[src/rtl/capture_readout_tx_if.sv]
// Capture-buffer read handshake plus host byte-link signals for capture_readout_tx.
// master = readout block, slave = DataCapture/host-link side.
interface capture_readout_tx_if;
    localparam int unsigned WORD_W = 16;
    localparam int unsigned BYTE_W = 8;

    logic              dataReadyToRead;
    logic              dataValid;
    logic              dataEmpty;
    logic [WORD_W-1:0] dataIn;
    logic              dataRead;
    logic              readyToTransmit;
    logic [BYTE_W-1:0] txData;
    logic              txStrobe;
    logic              txReady;

    modport master (
        input  dataReadyToRead, dataValid, dataEmpty, dataIn, txReady,
        output dataRead, readyToTransmit, txData, txStrobe
    );

    modport slave (
        output dataReadyToRead, dataValid, dataEmpty, dataIn, txReady,
        input  dataRead, readyToTransmit, txData, txStrobe
    );
endinterface

[src/rtl/capture_readout_tx.sv]
// Drains DataCapture words and sends them as a framed byte stream: header, word bytes, 16-bit count trailer.
// Optional trailing XOR checksum byte when CAPTURE_READOUT_CHECKSUM_EN is defined.
module capture_readout_tx #(
    parameter int unsigned MAX_WORDS     = 512,
    parameter logic [7:0]  HEADER        = 8'hA5,
    parameter bit          MSB_FIRST     = 1'b1,
    parameter int unsigned VALID_TIMEOUT = 16
) (
    input  logic                 clk,
    input  logic                 rst,
    capture_readout_tx_if.master bus,
    output logic                 busy,
    output logic                 frameDone,
    output logic                 timeoutErr
);
    localparam int unsigned CNT_W = 16;
    localparam int unsigned TMR_W = $clog2(VALID_TIMEOUT + 1);

`ifdef CAPTURE_READOUT_CHECKSUM_EN
    typedef enum logic [3:0] {
        ST_IDLE, ST_HDR, ST_REQ, ST_WAIT_VALID, ST_SEND_A, ST_SEND_B,
        ST_TRAIL_HI, ST_TRAIL_LO, ST_CHK
    } state_t;
`else
    typedef enum logic [3:0] {
        ST_IDLE, ST_HDR, ST_REQ, ST_WAIT_VALID, ST_SEND_A, ST_SEND_B,
        ST_TRAIL_HI, ST_TRAIL_LO
    } state_t;
`endif

    state_t             state, stateNext;
    logic [CNT_W-1:0]   wordCount, countNext;
    logic [15:0]        word, wordNext;
    logic [TMR_W-1:0]   tmr, tmrNext;
    logic               accept;
    logic               toErrNext, doneNext, readNext, strobeNext, rttNext, busyNext;
    logic [7:0]         byteNext;
`ifdef CAPTURE_READOUT_CHECKSUM_EN
    logic [7:0]         csum, csumNext;
`endif

    // State and registered outputs; outputs are precomputed from the state being entered.
    always_ff @(posedge clk or negedge rst) begin
        if (!rst) begin
            state               <= ST_IDLE;
            wordCount           <= '0;
            word                <= '0;
            tmr                 <= '0;
            timeoutErr          <= 1'b0;
            frameDone           <= 1'b0;
            busy                <= 1'b0;
            bus.dataRead        <= 1'b0;
            bus.readyToTransmit <= 1'b0;
            bus.txStrobe        <= 1'b0;
            bus.txData          <= '0;
`ifdef CAPTURE_READOUT_CHECKSUM_EN
            csum                <= '0;
`endif
        end else begin
            state               <= stateNext;
            wordCount           <= countNext;
            word                <= wordNext;
            tmr                 <= tmrNext;
            timeoutErr          <= toErrNext;
            frameDone           <= doneNext;
            busy                <= busyNext;
            bus.dataRead        <= readNext;
            bus.readyToTransmit <= rttNext;
            bus.txStrobe        <= strobeNext;
            bus.txData          <= byteNext;
`ifdef CAPTURE_READOUT_CHECKSUM_EN
            csum                <= csumNext;
`endif
        end
    end

    always_comb begin
        stateNext = state;
        countNext = wordCount;
        wordNext  = word;
        tmrNext   = tmr;
        toErrNext = timeoutErr;
        doneNext  = 1'b0;
        readNext  = 1'b0;
        accept    = bus.txStrobe && bus.txReady;
`ifdef CAPTURE_READOUT_CHECKSUM_EN
        csumNext  = csum;
        if (state == ST_IDLE)
            csumNext = '0;
        else if (accept)
            csumNext = csum ^ bus.txData;
`endif

        case (state)
            ST_IDLE: if (bus.dataReadyToRead) begin
                stateNext = ST_HDR;
                countNext = '0;
                toErrNext = 1'b0;
            end
            ST_HDR: if (accept) stateNext = ST_REQ;
            ST_REQ: begin
                if (bus.dataEmpty || wordCount == CNT_W'(MAX_WORDS)) begin
                    stateNext = ST_TRAIL_HI;
                end else begin
                    stateNext = ST_WAIT_VALID;
                    readNext  = 1'b1;
                    tmrNext   = '0;
                end
            end
            ST_WAIT_VALID: begin
                if (bus.dataValid) begin
                    wordNext  = bus.dataIn;
                    if (wordCount != CNT_W'(MAX_WORDS))
                        countNext = wordCount + CNT_W'(1);
                    stateNext = ST_SEND_A;
                end else if (tmr == TMR_W'(VALID_TIMEOUT - 1)) begin
                    toErrNext = 1'b1;
                    stateNext = ST_TRAIL_HI;
                end else begin
                    tmrNext = tmr + TMR_W'(1);
                end
            end
            ST_SEND_A:   if (accept) stateNext = ST_SEND_B;
            ST_SEND_B:   if (accept) stateNext = ST_REQ;
            ST_TRAIL_HI: if (accept) stateNext = ST_TRAIL_LO;
`ifdef CAPTURE_READOUT_CHECKSUM_EN
            ST_TRAIL_LO: if (accept) stateNext = ST_CHK;
            ST_CHK: if (accept) begin
                stateNext = ST_IDLE;
                doneNext  = 1'b1;
            end
`else
            ST_TRAIL_LO: if (accept) begin
                stateNext = ST_IDLE;
                doneNext  = 1'b1;
            end
`endif
            default: stateNext = ST_IDLE;
        endcase

        // Byte for the state being entered; stays constant while the link stalls.
        strobeNext = 1'b1;
        byteNext   = '0;
        case (stateNext)
            ST_HDR:      byteNext = HEADER;
            ST_SEND_A:   byteNext = MSB_FIRST ? wordNext[15:8] : wordNext[7:0];
            ST_SEND_B:   byteNext = MSB_FIRST ? wordNext[7:0]  : wordNext[15:8];
            ST_TRAIL_HI: byteNext = countNext[15:8];
            ST_TRAIL_LO: byteNext = countNext[7:0];
`ifdef CAPTURE_READOUT_CHECKSUM_EN
            ST_CHK:      byteNext = csumNext;
`endif
            default:     strobeNext = 1'b0;
        endcase

        rttNext  = stateNext inside {ST_IDLE, ST_REQ, ST_WAIT_VALID, ST_SEND_A, ST_SEND_B};
        busyNext = stateNext != ST_IDLE;
    end
endmodule
[src/flat_wrapper.sv]
// flat-port wrapper written by rule: the top's interface ports become plain ports
module capture_readout_tx_flat 
#(
    parameter int unsigned MAX_WORDS     = 512,
    parameter logic [7:0]  HEADER        = 8'hA5,
    parameter bit          MSB_FIRST     = 1'b1,
    parameter int unsigned VALID_TIMEOUT = 16
)
  (clk, rst, busy, frameDone, timeoutErr, bus_dataReadyToRead, bus_dataValid, bus_dataEmpty, bus_dataIn, bus_txReady, bus_dataRead, bus_readyToTransmit, bus_txData, bus_txStrobe);
  capture_readout_tx_if bus_i ();
  input  logic clk;
  input  logic rst;
  output logic busy;
  output logic frameDone;
  output logic timeoutErr;
  input wire logic [$bits(bus_i.dataReadyToRead)-1:0] bus_dataReadyToRead;
  input wire logic [$bits(bus_i.dataValid)-1:0] bus_dataValid;
  input wire logic [$bits(bus_i.dataEmpty)-1:0] bus_dataEmpty;
  input wire logic [$bits(bus_i.dataIn)-1:0] bus_dataIn;
  input wire logic [$bits(bus_i.txReady)-1:0] bus_txReady;
  output wire logic [$bits(bus_i.dataRead)-1:0] bus_dataRead;
  output wire logic [$bits(bus_i.readyToTransmit)-1:0] bus_readyToTransmit;
  output wire logic [$bits(bus_i.txData)-1:0] bus_txData;
  output wire logic [$bits(bus_i.txStrobe)-1:0] bus_txStrobe;
  assign bus_i.dataReadyToRead = bus_dataReadyToRead;
  assign bus_i.dataValid = bus_dataValid;
  assign bus_i.dataEmpty = bus_dataEmpty;
  assign bus_i.dataIn = bus_dataIn;
  assign bus_i.txReady = bus_txReady;
  assign bus_dataRead = bus_i.dataRead;
  assign bus_readyToTransmit = bus_i.readyToTransmit;
  assign bus_txData = bus_i.txData;
  assign bus_txStrobe = bus_i.txStrobe;
  capture_readout_tx #(.MAX_WORDS(MAX_WORDS), .HEADER(HEADER), .MSB_FIRST(MSB_FIRST), .VALID_TIMEOUT(VALID_TIMEOUT)) u_core (.clk(clk), .rst(rst), .bus(bus_i), .busy(busy), .frameDone(frameDone), .timeoutErr(timeoutErr));
endmodule
[config.mk]
export PLATFORM = sky130hd
export DESIGN_NAME = capture_readout_tx_flat
export DESIGN_NICKNAME = d
export VERILOG_FILES = /design/src/rtl/capture_readout_tx_if.sv /design/src/rtl/capture_readout_tx.sv /design/src/flat_wrapper.sv
export SDC_FILE = /design/constraint.sdc
export NUM_CORES = 1
export LEC_CHECK = 0
export BUFFER_PORTS_ARGS = -buffer_cell sky130_fd_sc_hd__buf_4
export CORE_AREA = 2 2 85 87
export DETAILED_ROUTE_END_ITERATION = 10
export DIE_AREA = 0 0 87 89
export MAX_ROUTING_LAYER = met4
export SETUP_SLACK_MARGIN = 0.4
export SLEW_MARGIN = 20
export SYNTH_ARGS = -nofsm -noshare
export SYNTH_HDL_FRONTEND = slang
export SYNTH_SLANG_ARGS = --single-unit
[constraint.sdc]
create_clock -name clk -period 2.4 [get_ports clk]
set_input_delay 0.12 -clock clk [delete_from_list [all_inputs] [get_ports clk]]
set_output_delay 0.12 -clock clk [all_outputs]
set_load 0.05 [all_outputs]
==> qor.yml <==
status: "finished clean"
max_freq_ghz: 0.472
p_leak_nw: 1.68
numClockSinks: 55
synth_enable_flop_cells: 0
rows: 30
timing.max_cap.violations: 0
drc: 0
r2r_slack_ns: 0.28
finalMaxSlewViolations: 0
holdPathStages: 2
synth_flop_cell: "dfrtp_1"
design.core.area_um2: 6720
tns_ns: 0
pre_cts_slack_ns: 0.0411
gp_congestion: 0.861
worstPathMaxFanout: 6
r2r_start: "u_core.state[2]$_DFF_PN0_"
worstReg2RegEnd: "u_core.bus.txData[6]$_DFF_PN0_"
whs_endpoint: "u_core.timeoutErr$_DFFE_PN0P_"
synthTopCellsByArea: "dfrtp_1 (50%), mux2_2 (6.5%), nand2_1 (3.0%), nand3_1 (2.5%), o21ai_0 (2.4%)"
maxSlewHeadroom_pct: 39.8
final_util_pct: 55.1
setup_viol: 0
cts_tree: "built"
synth_area_per_cell_um2: 10.6
rr_worst_depth: 8
hold_violations: 0
grt_overflow_total: 0
port_buffers: 35
routed_wl_mm: 7.08
syn_nets: 286
rsz0062_at_grt: "true"
root_buffer: "clkbuf_8"
fin_skew_ns: 0.0100
num_io_pins: 36
critical_path_class: "register to register"
antenna_found_initial: 0
powerDensity_nw_per_um2: 588
synth_fa_ha_area_share_pct: 1.81
setup_ws_ns: 0.281
hpwl_mm: 5.12
die_w_um: 87
drt_first_iter_violations: 123
wl_per_cell_um: 17.3
hp-start: "bus_dataReadyToRead"
end_kind: "register"
design_area_um2: 3700
dpl_cell_area_um2: 3230
grt_pass1_wl_mm: 11.7
die_y_um: 89
synth-simple-area-share_pct: 18.8
dr.pass1.iters: 4
fin_crit_ns: 2.12
fp.dieArea_um2: 7740
synth_mux_area_share_pct: 9.24
path_clk_slew_ns: 0.11
vdd_drop_max_v: 0.000337
yosysWarnings: 0
worst_ep_arrival_time_ns: 2.33
critPathRequiredTime_ns: 2.61
vias: 2250
synthXorXnorAreaFrac_pct: 1.59
start_kind: "register"
cts-buffers-inserted: 5
via_per_inst: 5.50
synthCells: 260
area_delta_synth_final_pct: 34.0
synth.distinct_cells: 64
clk_path_buf_depth: 2
initial_core_util_pct: 41.1
antenna_left: 0
track_usage_pct: 20.4
grt_max_degree: 56
synth_compound_area_share_pct: 13.3
finalCritPeriodShare_pct: 88.3
synth_top_family_by_area: "simple AND/OR/NAND/NOR gates"
ys_async_sr_fraction_pct: 100
fillers: 555
h-tree-depth: 2
ys_seq_area_share_pct: 49.8
yosysTopAreaCell: "dfrtp_1"
syn_area_um2: 2760
first_global_vias: 2248
yosys.area.top_type_share_pct: 49.8
finish.net_count: 354
holdCritPathClass: "input port to register"
drive_gt1_share_pct: 45.6
worstSkewPairLatency_ns: 0.32
ys_ff_latch: 55
n_antenna_cell: 0
tightest_slew_ns: 0.896
per-layer routing:
metal / global-route usage (%) / vias to the layer above / share of wire [%]
met3: 3.23 / 9 / 4.2
met2: 32.3 / 66 / 50
li1: - / 1077 / -
met1: 26.7 / 1098 / 45
met4: 7.39 / 0 / 1.5
met5: - / - / 0
sequential cells by signal (all words and copies together) (netlist names):
register,count
u_core.bus.dataRead,1
u_core.timeoutErr,1
u_core.busy,1
u_core.wordCount,16
u_core.bus.txData,8
u_core.bus.readyToTransmit,1
u_core.word,16
u_core.state,4
u_core.tmr,5
u_core.frameDone,1
u_core.bus.txStrobe,1
stage by stage:
step | total power [mW] | std cells | hold slack (ns)
after global routing | 2.29 | 409 | 0.0354
after floorplan | 1.41 | 260 | -0.176
after global placement | 1.57 | 381 | 0.218
final | 2.18 | 409 | 0.0438
after CTS | 2.17 | 405 | 0.0324
after detailed placement | 1.58 | 381 | 0.221
cell type report:
cell class | instances | area (µm²) | share of cell area [%]
Timing Repair Buffer | 73 | 589 | 15.9
Multi-Input combinational cell | 178 | 1480 | 39.9
Clock buffer | 5 | 68.8 | 1.86
Tap cell | 80 | 100 | 2.70
Clock inverter | 3 | 25.0 | 0.676
Sequential cell | 55 | 1380 | 37.3
Inverter | 15 | 61.3 | 1.66
placed cells by master, fill, tap and decap left out, drive strengths merged, types with 2 or more instances in the layout:
master  count
a21o        2
clkbuf      5
and4        2
a21oi       8
inv        15
xnor2       3
a31oi       3
mux2i       6
nand2      23
mux2       17
nor2       16
and3        3
a211o       2
o31ai       2
ha          4
nor4        4
buf        72
nand2b      2
clkinv      2
a31o        2
o22ai       3
or2         2
nand4       6
nor3        6
xor2        2
and2        5
or4         2
a32oi       3
dfrtp      55
o21ai      13
or3         3
nand3      14
o211ai      2
worst max path at each step:
stage | from | endpoint | slack, ns | cells past startpoint
6_report | u_core.state[2]$_DFF_PN0_ | u_core.bus.txData[6]$_DFF_PN0_ | 0.28 | 8
5_1_grt | u_core.tmr[0]$_DFFE_PN0P_ | u_core.bus.txData[4]$_DFF_PN0_ | 0.21 | 10
4_1_cts | u_core.wordCount[1]$_DFF_PN0_ | u_core.bus.txData[6]$_DFF_PN0_ | 0.32 | 7
3_5_place_dp | u_core.wordCount[0]$_DFF_PN0_ | u_core.bus.txData[7]$_DFF_PN0_ | 0.04 | 9
3_3_place_gp | u_core.wordCount[0]$_DFF_PN0_ | u_core.bus.txData[7]$_DFF_PN0_ | 0.08 | 9
2_1_floorplan | u_core.wordCount[0]$_DFF_PN0_ | u_core.bus.txData[1]$_DFF_PN0_ | 0.34 | 10
power by group:
part / total [mW] / leakage (nW) / switching [mW] / internal [mW]
clock network: 0.533 / 0.0443 / 0.323 / 0.209
logic: 0.562 / 0.912 / 0.317 / 0.244
registers: 1.08 / 0.723 / 0.0541 / 1.03
total: 2.18 / 1.68 / 0.695 / 1.48
critical path, cell delays in order, from the launching register on:
cell and delay [ns]:
dfrtp_2 0.44, or4b_4 0.58, nor2_4 0.17, a21oi_4 0.08, and2_4 0.20, buf_8 0.14
buf_4 0.13, a32oi_2 0.20, o21ai_1 0.09
cell families after synthesis:
logic type      after synthesis
buf+inv                      27
mux                          23
simple gates                 94
xor+xnor                      5
fa+ha+maj                     4
compound gates               51
other cells                   1
flops                        55
repair_timing:
action,in CTS,in global routing
endpoints found under the hold margin,55,0
pin swaps,14,5
gates resized for setup,31,20
setup endpoints to repair,13,12
hold buffers,1,0
buffers inserted,15,4
synth_stat cells, types with 5 or more instances:
cell and count:
nand3_1 14, mux2_2 16, inv_1 13, o21ai_0 13
dfrtp_1 55, mux2i_1 6, and2_1 5, nand2_1 22
nor2_1 15, nand4_1 5, nor3_1 6, a21oi_1 7
(Power assumes the default switching activity.)
